$ cat src/rtl/neuron_state_detector_pkg.sv
// Shared class encodings and helpers for the neuron state detector.
// The ON/NEAR/OFF codes are fixed so downstream reward logic can decode them.
package neuron_state_detector_pkg;

  typedef enum logic [1:0] {
    CLS_OFF  = 2'd0,
    CLS_NEAR = 2'd1,
    CLS_ON   = 2'd2
  } nsd_class_e;

  // Legacy on/off meaning: anything other than OFF counts as active
  function automatic logic cls_is_active(input nsd_class_e cls);
    logic result;
    case (cls)
      CLS_ON:   result = 1'b1;
      CLS_NEAR: result = 1'b1;
      CLS_OFF:  result = 1'b0;
      default:  result = 1'b0;
    endcase
    return result;
  endfunction

  function automatic logic cls_is_near(input nsd_class_e cls);
    logic result;
    case (cls)
      CLS_NEAR: result = 1'b1;
      CLS_ON:   result = 1'b0;
      CLS_OFF:  result = 1'b0;
      default:  result = 1'b0;
    endcase
    return result;
  endfunction

endpackage

$ cat src/rtl/neuron_state_detector_if.sv
// Sample/result bundle between the membrane source and the state detector.
interface neuron_state_detector_if #(
  parameter int W    = 16,
  parameter int N_CH = 8
);
  localparam int CNT_W = $clog2(N_CH + 1);

  logic                  in_valid;
  logic [N_CH*W-1:0]     v_mem;
  logic [W-1:0]          v_th;
  logic [W-1:0]          eta;
  logic                  out_valid;
  logic [N_CH-1:0]       active;
  logic [N_CH-1:0]       near;
  logic [N_CH-1:0]       change_pulse;
  logic [CNT_W-1:0]      active_count;

  modport master (
    output in_valid, v_mem, v_th, eta,
    input  out_valid, active, near, change_pulse, active_count
  );

  modport slave (
    input  in_valid, v_mem, v_th, eta,
    output out_valid, active, near, change_pulse, active_count
  );
endinterface

$ cat src/rtl/neuron_state_detector_nsd_channel.sv
// One neuron channel: raw OFF/NEAR/ON classifier followed by a dwell-debounced
// commit FSM with registered active/near/change outputs.
module nsd_channel
  import neuron_state_detector_pkg::*;
#(
  parameter int W     = 16,
  parameter int DWELL = 1
) (
  input  logic         clk,
  input  logic         rst,
  input  logic         in_valid,
  input  logic [W-1:0] v_mem,
  input  logic [W-1:0] v_th,
  input  logic [W-1:0] eta,
  output logic         active,
  output logic         near,
  output logic         change_pulse
);
  localparam int DW = W + 2;
  localparam int CW = $clog2(DWELL + 1);
  localparam logic [CW-1:0] DWELL_C = CW'(DWELL);
  localparam logic [CW-1:0] ONE_C   = CW'(1);

  logic signed [DW-1:0] d_s;
  logic signed [DW-1:0] eta_s;
  logic signed [DW-1:0] neg_eta_s;
  nsd_class_e           raw_s;
  logic [CW-1:0]        next_cnt_s;

  nsd_class_e           committed_r;
  nsd_class_e           cand_r;
  logic [CW-1:0]        cnt_r;
  logic                 active_r;
  logic                 near_r;
  logic                 pulse_r;

  // Two guard bits keep v_mem - v_th and -eta exact over the full input range
  always_comb begin
    d_s       = signed'({{2{v_mem[W-1]}}, v_mem}) - signed'({{2{v_th[W-1]}}, v_th});
    eta_s     = signed'({2'b00, eta});
    neg_eta_s = -eta_s;
    if (d_s > eta_s) begin
      raw_s = CLS_ON;
    end else if ((d_s < eta_s) && (d_s > neg_eta_s)) begin
      raw_s = CLS_NEAR;
    end else begin
      raw_s = CLS_OFF;
    end
  end

  // Dwell count this sample would reach if it differs from the committed class
  always_comb begin
    if (raw_s == cand_r) begin
      next_cnt_s = cnt_r + ONE_C;
    end else begin
      next_cnt_s = ONE_C;
    end
  end

  // Commit FSM; invalid cycles freeze state and only drop the strobe
  always_ff @(posedge clk) begin
    if (rst) begin
      committed_r <= CLS_OFF;
      cand_r      <= CLS_OFF;
      cnt_r       <= '0;
      active_r    <= 1'b0;
      near_r      <= 1'b0;
      pulse_r     <= 1'b0;
    end else if (in_valid) begin
      if (raw_s == committed_r) begin
        cnt_r   <= '0;
        pulse_r <= 1'b0;
      end else if (next_cnt_s == DWELL_C) begin
        committed_r <= raw_s;
        cand_r      <= raw_s;
        cnt_r       <= '0;
        active_r    <= cls_is_active(raw_s);
        near_r      <= cls_is_near(raw_s);
        pulse_r     <= 1'b1;
      end else begin
        cand_r  <= raw_s;
        cnt_r   <= next_cnt_s;
        pulse_r <= 1'b0;
      end
    end else begin
      pulse_r <= 1'b0;
    end
  end

  assign active       = active_r;
  assign near         = near_r;
  assign change_pulse = pulse_r;

endmodule

$ cat src/rtl/neuron_state_detector.sv
// Multi-channel neuron state detector: N_CH debounced OFF/NEAR/ON channels,
// a registered valid and a popcount of committed active channels.
module neuron_state_detector
  import neuron_state_detector_pkg::*;
#(
  parameter int W     = 16,
  parameter int N_CH  = 8,
  parameter int DWELL = 1
) (
  input  logic                     clk,
  input  logic                     rst,
  neuron_state_detector_if.slave   bus
);
  localparam int CNT_W = $clog2(N_CH + 1);

  logic              out_valid_r;
  logic [N_CH-1:0]   active_s;
  logic [N_CH-1:0]   near_s;
  logic [N_CH-1:0]   pulse_s;
  logic [CNT_W-1:0]  count_s;

  for (genvar i = 0; i < N_CH; i++) begin : g_ch
    nsd_channel #(
      .W     (W),
      .DWELL (DWELL)
    ) u_ch (
      .clk          (clk),
      .rst          (rst),
      .in_valid     (bus.in_valid),
      .v_mem        (bus.v_mem[i*W +: W]),
      .v_th         (bus.v_th),
      .eta          (bus.eta),
      .active       (active_s[i]),
      .near         (near_s[i]),
      .change_pulse (pulse_s[i])
    );
  end

  // Output valid tracks the input sample one cycle later
  always_ff @(posedge clk) begin
    if (rst) begin
      out_valid_r <= 1'b0;
    end else begin
      out_valid_r <= bus.in_valid;
    end
  end

  // Popcount of the already-registered active vector
  always_comb begin
    count_s = '0;
    for (int i = 0; i < N_CH; i++) begin
      count_s = count_s + CNT_W'(active_s[i]);
    end
  end

  assign bus.out_valid    = out_valid_r;
  assign bus.active       = active_s;
  assign bus.near         = near_s;
  assign bus.change_pulse = pulse_s;
  assign bus.active_count = count_s;

endmodule
$ cat src/flat_wrapper.sv
// flat-port wrapper written by rule: the top's interface ports become plain ports
module neuron_state_detector_flat import neuron_state_detector_pkg::*;
#(
  parameter int W     = 16,
  parameter int N_CH  = 8,
  parameter int DWELL = 1
)
  (clk, rst, bus_in_valid, bus_v_mem, bus_v_th, bus_eta, bus_out_valid, bus_active, bus_near, bus_change_pulse, bus_active_count);
  neuron_state_detector_if #(.W(W), .N_CH(N_CH)) bus_i ();
  input  logic clk;
  input  logic rst;
  input wire logic [$bits(bus_i.in_valid)-1:0] bus_in_valid;
  input wire logic [$bits(bus_i.v_mem)-1:0] bus_v_mem;
  input wire logic [$bits(bus_i.v_th)-1:0] bus_v_th;
  input wire logic [$bits(bus_i.eta)-1:0] bus_eta;
  output wire logic [$bits(bus_i.out_valid)-1:0] bus_out_valid;
  output wire logic [$bits(bus_i.active)-1:0] bus_active;
  output wire logic [$bits(bus_i.near)-1:0] bus_near;
  output wire logic [$bits(bus_i.change_pulse)-1:0] bus_change_pulse;
  output wire logic [$bits(bus_i.active_count)-1:0] bus_active_count;
  assign bus_i.in_valid = bus_in_valid;
  assign bus_i.v_mem = bus_v_mem;
  assign bus_i.v_th = bus_v_th;
  assign bus_i.eta = bus_eta;
  assign bus_out_valid = bus_i.out_valid;
  assign bus_active = bus_i.active;
  assign bus_near = bus_i.near;
  assign bus_change_pulse = bus_i.change_pulse;
  assign bus_active_count = bus_i.active_count;
  neuron_state_detector #(.W(W), .N_CH(N_CH), .DWELL(DWELL)) u_core (.clk(clk), .rst(rst), .bus(bus_i));
endmodule
$ cat config.mk
export PLATFORM = sky130hd
export DESIGN_NAME = neuron_state_detector_flat
export DESIGN_NICKNAME = d
export VERILOG_FILES = /design/src/rtl/neuron_state_detector_pkg.sv /design/src/rtl/neuron_state_detector_if.sv /design/src/rtl/neuron_state_detector_nsd_channel.sv /design/src/rtl/neuron_state_detector.sv /design/src/flat_wrapper.sv
export SDC_FILE = /design/constraint.sdc
export NUM_CORES = 1
export LEC_CHECK = 0
export BUFFER_PORTS_ARGS = -buffer_cell sky130_fd_sc_hd__buf_4
export CAP_MARGIN = 20
export CORE_MARGIN = 2
export CORE_UTILIZATION = 30
export DETAILED_ROUTE_END_ITERATION = 10
export PLACE_DENSITY = 0.51
export SYNTH_ARGS = -nofsm -noshare
export SYNTH_HDL_FRONTEND = slang
export SYNTH_SLANG_ARGS = --single-unit
$ cat constraint.sdc
create_clock -name clk -period 4.15 [get_ports clk]
set_input_delay 0.6225 -clock clk [delete_from_list [all_inputs] [get_ports clk]]
set_output_delay 0.6225 -clock clk [all_outputs]
set_load 0.02 [all_outputs]
==> results.md, run 1 <==
- DRT iter0 DRCs: 732
- Storage cell area: 661 µm²
- Final hold slack: 0.532 ns
- Ys Warns: 0
- Layout area overhead: 63.7%
- Die height: 216 µm
- Worst Setup End Kind: flip-flop
- Post-synth top area share: 0.367
- Endpoints failing setup: 26
- Hold crit path type: reg2reg
- Slew @ Worst Pin: 0.976 ns
- Synthesized area: 0.0135 mm²
- Number of core rows: 77
- CP Data Arrival Time: 4.67 ns
- Commonest cells after routing, fill and taps aside: 685 x buf_4, 357 x ha_1, 122 x inv_1
- Htree depth: 2
- PnR worst setup slack: -0.379 ns
- Critical path fanouts, max: 4
- Critical Path RT: 4.30 ns
- Status: complete, but fails checks
- Remaining Overflow, GRT: 0
- Die Area: 0.0466 mm²
- Sequential area share after synthesis: 0.0491
- # diodes: 0
- Reg-to-reg critical path endpoint: u_core.g_ch[4].u_ch.active
- WL final: 60300 µm
- Failing checks: negative setup slack
- Synth area leader: ha_1
- Clk sinks: 33
- Final Skew: 0.00269 ns
- Synth cell types: 82
- Post-synth EDFFs: 0
- Synth async-reset ratio: 0
- Slew HR: 0.349
- Most common cell after layout, fill and taps aside: buf_4
- Largest net degree at the start of global routing: 26
- GPL Wtd Cong: 0.948
- Final net count: 2999
- Avg WL per Cell: 19.9 µm
- Fmax: 221 MHz
- Most used DFF post-synth: dfxtp_1
- Mapped Avg Cell Area: 7.85 µm²
- Placed insts: 2919
- Syn Inst Count: 1714
- CTS tree: built
- Finished Layout Cells: 3022
- Router iterations before antenna repair: 6
- Initial antenna violation count: 0
- R2R setup slack: 2.79 ns
- Ports: 192
- Period utilization: 1.09
- Pwr/cell area: 253 mW/mm²
- Hold endpoint: u_core.g_ch[6].u_ch.cand_r[1]
- Clock Path Buffers: 2
- RSZ-0062 raised after global routing: yes
- Maximum capacitance violations: 0
- Clock root cell: clkbuf_16
- Seq cells post-synth: 33
- Top cells by area, synth: ha_1 37%, xnor2_1 6.3%, a21oi_1 6.2%, a21o_1 4.9%, dfxtp_1 4.9%
- Std-Cell Core Area: 0.0442 mm²
- Vias in the first global route: 16100
- Num CTS Buffers: 5
- Crit start category: primary input
- Worst reg2reg path depth: 3
- IR drop worst, VDD: 0.164 mV
- Global-route wire length before repair: 89800 µm
- Minimum clock period: 4.53 ns
- Post-DP HPWL: 49100 µm
- Clock latency on the worst-skew pair: 0.28 ns
- Share of layout cells above drive strength 1: 0.430
- Clk pin slew, worst setup/hold paths: 0.05 ns
- DRC errors left: 0
- Worst Hold Launch: u_core.g_ch[6].u_ch.cand_r[1]
- Critical path class: in2reg
- GRT Util Overall: 0.249
- Die span in x: 216 µm
- Final slew viol count: 0
- Endpoints failing hold: 0
- Starting Density: 0.304
- DR vias/cell: 5.22
- Final core utilization: 0.498
- Number of fill cells: 4263
- Worst hold stages: 2
- ANT nets after route: 0
- Post-Syn Nets: 2284
- Port Buffers: 191
- Start of the worst register-to-register path: u_core.g_ch[4].u_ch.near
- DR vias: 15800
- Footprint of the multi-input gates: 0.0141 mm²
- Leakage: 10.9 nW
routing by layer:
metal,GRT usage,up-vias,wire length [µm]
met2,0.438,325,28900
met5,0,-,0
met1,0.326,7514,27400
met4,0.0731,0,2050
li1,-,7846,-
met3,0.0178,93,1980
cell usage after synthesis, drive strengths merged (13+ instances only):
library cell,instances
nand2b,13
a21o,89
buf,25
a31oi,14
nand2,83
nor3,40
a211oi,17
nor2,131
nor2b,41
o21ai,74
ha,395
xor2,17
nand4,53
dfxtp,33
a21boi,13
xnor2,97
o211ai,15
inv,129
a21oi,167
nand3,30
o21a,26
cells by family (layout without fill, tap and decap cells):
family | count (synthesis) | after routing | synth area share
and+or+nand+nor | 478 | 478 | 0.181
AOI/OAI and AO/OA | 508 | 508 | 0.248
adders and majority gates | 407 | 407 | 0.385
xor gates and xnor gates | 114 | 114 | 0.0742
DFF | 33 | 33 | 0.0491
buffers and inverters | 159 | 875 | 0.0510
muxes | 15 | 15 | 0.0115
sequential cells by signal, summed over array words and instances (netlist names):
name,cells
u_core.g_ch.u_ch.active,8
u_core.g_ch.u_ch.committed_r,1
u_core.bus.out_valid,1
u_core.g_ch.u_ch.near,6
u_core.g_ch.u_ch.cand_r,9
u_core.g_ch.u_ch.change_pulse,8
layout make-up:
cell class | count | area share
multi-input cells | 1522 | 0.639
repair buffers | 738 | 0.268
well taps | 592 | 0.0336
flip-flops and latches | 33 | 0.0300
inverters | 129 | 0.0228
clock buffers | 6 | 0.00585
clock inverters | 2 | 0.000454
critical path: stages:
cell and delay (ns):
buf_8 0.08, clkinvlp_4 0.12, buf_6 0.15, ha_4 0.20, nor2b_4 0.11, o21a_1 0.21
o21a_1 0.23, o21ai_1 0.15, nand2b_1 0.10, a21o_2 0.22, a21oi_4 0.14, xnor2_2 0.13
ha_1 0.27, a21o_1 0.17, a221o_1 0.31, a221oi_2 0.26, o21a_1 0.17, o21ai_2 0.07
o21a_1 0.11, a2111o_1 0.45, buf_6 0.19, xnor2_2 0.12, a21oi_1 0.08
metrics by stage:
| stage | TNS (ns) | total power [mW] | instance area [µm²] | setup slack, ns |
|---|---|---|---|---|
| 2_1_floorplan | -0.638 | 2.76 | 13600 | -0.142 |
| 3_5_place_dp | -25.92 | 4.41 | 19200 | -1.10 |
| 6_report | -5.04 | 5.58 | 22000 | -0.379 |
| 5_1_grt | -10.44 | 6.07 | 22000 | -0.536 |
| 3_3_place_gp | -23.56 | 4.33 | 19200 | -1.09 |
| 4_1_cts | -5.29 | 5.21 | 20800 | -0.402 |
where the power goes:
part	total, mW	internal, mW	switching, mW
clock	0.350	0.220	0.131
combinational	4.79	2.44	2.36
sequential	0.431	0.368	0.0632
timing repair:
item	CTS	global route
gates resized for setup	208	173
pin swaps	176	208
setup buffers	63	40
setup endpoints to repair	32	32
hold buffers	0	0
gates cloned	0	0
how the worst max path moves through the flow:
stage	from	to	slack [ns]	cells after the start
final	bus_v_th[1]	u_core.g_ch[5].u_ch.change_pulse	-0.38	23
after global routing	bus_v_th[1]	u_core.g_ch[5].u_ch.active	-0.54	22
after CTS	bus_v_th[1]	u_core.g_ch[5].u_ch.active	-0.40	20
after detailed placement	bus_v_th[1]	u_core.g_ch[4].u_ch.active	-1.10	22
after global placement	bus_v_th[1]	u_core.g_ch[7].u_ch.active	-1.09	22
after floorplan	bus_v_th[5]	u_core.g_ch[5].u_ch.active	-0.14	17
Note: power is estimated with default switching activity, not from simulation.
==> run 2: changes to the inputs <==
- clock period: 4.15 -> 4.12 ns (I/O delays scaled with it)
==> results.md, run 2 (synthesis results as in run 1) <==
- Endpoints failing setup: 28
- Num CTS Buffers: 5
- Number of fill cells: 4268
- Finished Layout Cells: 3015
- Port Buffers: 191
- Post-DP HPWL: 48800 µm
- Die height: 216 µm
- Final Skew: 0.00102 ns
- Critical path fanouts, max: 5
- CTS tree: built
- Clk sinks: 33
- Clock root cell: clkbuf_16
- Worst Setup End Kind: flip-flop
- Footprint of the multi-input gates: 0.0138 mm²
- Initial antenna violation count: 0
- GRT Util Overall: 0.244
- Cell area after layout: 0.0217 mm²
- Router iterations before antenna repair: 5
- Endpoints failing hold: 0
- Minimum clock period: 4.56 ns
- Die span in x: 216 µm
- Dpl ws: -1.14 ns
- DR vias/cell: 5.23
- Critical path destination: u_core.g_ch[5].u_ch.near
- Placed insts: 2925
- GPL Wtd Cong: 0.923
- Hold crit path type: reg2reg
- Placed Instance Area: 0.0193 mm²
- Pwr/cell area: 253 mW/mm²
- Slew @ Worst Pin: 1.19 ns
- Worst reg2reg path depth: 4
- DR vias: 15800
- Avg WL per Cell: 19.6 µm
- Vias in the first global route: 15800
- Crit path from: bus_v_th[1]
- Switching power: 2.53 mW
- Clock latency on the worst-skew pair: 0.28 ns
- Ports: 192
- Worst hold stages: 2
- Largest net degree at the start of global routing: 26
- Sequential group share of total power: 0.079
- Clock Path Buffers: 2
- Global-route wire length before repair: 87600 µm
- Internal: 2.98 mW
- Commonest cells after routing, fill and taps aside: 686 x buf_4, 366 x ha_1, 124 x inv_1, 124 x a21oi_1, 114 x nor2_1
- Critical Path RT: 4.34 ns
- # diodes: 0
- Starting Density: 0.304
- Die Area: 0.0466 mm²
- Start of the worst register-to-register path: u_core.g_ch[6].u_ch.near
- Status: complete, but fails checks
- Biggest register: u_core.g_ch.u_ch.cand_r
- Switch share: 0.459
- Setup TNS: -6.38 ns
- ANT nets after route: 0
- Htree depth: 2
- Comb pwr share: 0.858
- Number of core rows: 77
- Final slew viol count: 0
- Share of layout cells above drive strength 1: 0.423
- Clock power frac: 0.063
- Storage cell area: 661 µm²
- IR drop worst, VDD: 0.171 mV
- DRC errors left: 0
- Std-Cell Core Area: 0.0442 mm²
- Leakage: 10.8 nW
- Failing checks: negative setup slack
- Remaining Overflow, GRT: 0
- Reg-to-reg critical path endpoint: u_core.g_ch[6].u_ch.active
- PnR worst setup slack: -0.442 ns
- Critical path class: in2reg
- Layout area overhead: 61.3%
- Period utilization: 1.11
- Maximum capacitance violations: 0
- Clk pin slew, worst setup/hold paths: 0.05 ns
- Slew HR: 0.202
- WL final: 59100 µm
- DRT iter0 DRCs: 868
- Max reg flops: 9
- Most common cell after layout, fill and taps aside: buf_4
- RSZ-0062 raised after global routing: yes
- Fmax: 219 MHz
- CP Data Arrival Time: 4.78 ns
- Final net count: 2994
- Crit start category: primary input
- R2R setup slack: 2.76 ns
-- run 2: cell count changes in the layout (fill, tap and decap cells not counted), moves of 4 or more --
cell	previous run	this run
nor2b_4	13	8
xnor2_1	70	74
nor3_1	27	22
o21ai_1	14	9
a21oi_2	40	35
o21ai_2	15	21
ha_1	357	366
ha_4	34	26
buf_6	33	29
a21oi_1	119	124
-- run 2: worst min path at each step --
stage / end / slack [ns] / from
2_1_floorplan: u_core.g_ch[4].u_ch.committed_r[1] / 0.46 / u_core.g_ch[4].u_ch.committed_r[1]
3_3_place_gp: u_core.g_ch[4].u_ch.committed_r[1] / 0.48 / u_core.g_ch[4].u_ch.committed_r[1]
3_5_place_dp: u_core.g_ch[4].u_ch.committed_r[1] / 0.49 / u_core.g_ch[4].u_ch.committed_r[1]
4_1_cts: u_core.g_ch[6].u_ch.cand_r[1] / 0.52 / u_core.g_ch[6].u_ch.cand_r[1]
5_1_grt: u_core.g_ch[6].u_ch.cand_r[1] / 0.54 / u_core.g_ch[6].u_ch.cand_r[1]
6_report: u_core.g_ch[6].u_ch.cand_r[1] / 0.52 / u_core.g_ch[6].u_ch.cand_r[1]
-- run 2: cell type report --
cell class / count / share of cell area
multi-input cells: 1522 / 0.638
repair buffers: 733 / 0.268
well taps: 592 / 0.0341
flip-flops and latches: 33 / 0.0304
inverters: 129 / 0.0232
clock buffers: 5 / 0.00576
clock inverters: 1 / 0.000231
-- run 2: critical path: stages --
cell	delay, ns
buf_8	0.08
clkinvlp_4	0.09
buf_12	0.15
ha_4	0.20
nor2b_1	0.12
o21a_1	0.19
o21a_1	0.20
o21ai_1	0.13
nand2b_1	0.09
a21o_2	0.21
a21oi_4	0.14
xnor2_2	0.14
ha_1	0.27
a21o_1	0.17
a221o_1	0.31
a221oi_2	0.27
o21a_1	0.18
o21ai_2	0.07
o21a_1	0.11
a2111o_1	0.53
buf_6	0.19
mux2_4	0.26
nor2_2	0.07
-- run 2: power by group through the flow --
stage          Combinational (mW)  Sequential (mW)  Clock [mW]
2_1_floorplan                2.37            0.413           0
3_5_place_dp                 4.01            0.437           0
3_3_place_gp                 3.91            0.435           0
4_1_cts                      4.38            0.432       0.351
6_report                     4.72            0.433       0.348
5_1_grt                      5.17            0.440       0.368
-- run 2: routing by layer --
metal	up-vias	track usage	part of all wire
met4	0	0.0690	0.036
met5	-	0	0
met1	7464	0.319	0.45
met3	83	0.0186	0.037
li1	7848	-	-
met2	381	0.428	0.48
-- run 2: stage by stage --
stage / hold slack (ns) / power, mW / util
floorplan: 0.462 / 2.78 / -
global placement: 0.484 / 4.34 / 0.436
global route: 0.541 / 5.98 / 0.491
finish: 0.525 / 5.50 / 0.491
detailed placement: 0.488 / 4.44 / 0.436
CTS: 0.525 / 5.16 / 0.470
-- run 2: repair_timing --
action | in CTS | in global routing
endpoints found under the hold margin | 0 | 0
pin swaps | 171 | 135
buffers inserted | 60 | 29
hold buffers | 0 | 0
setup endpoints to repair | 32 | 32
resized for setup | 202 | 133
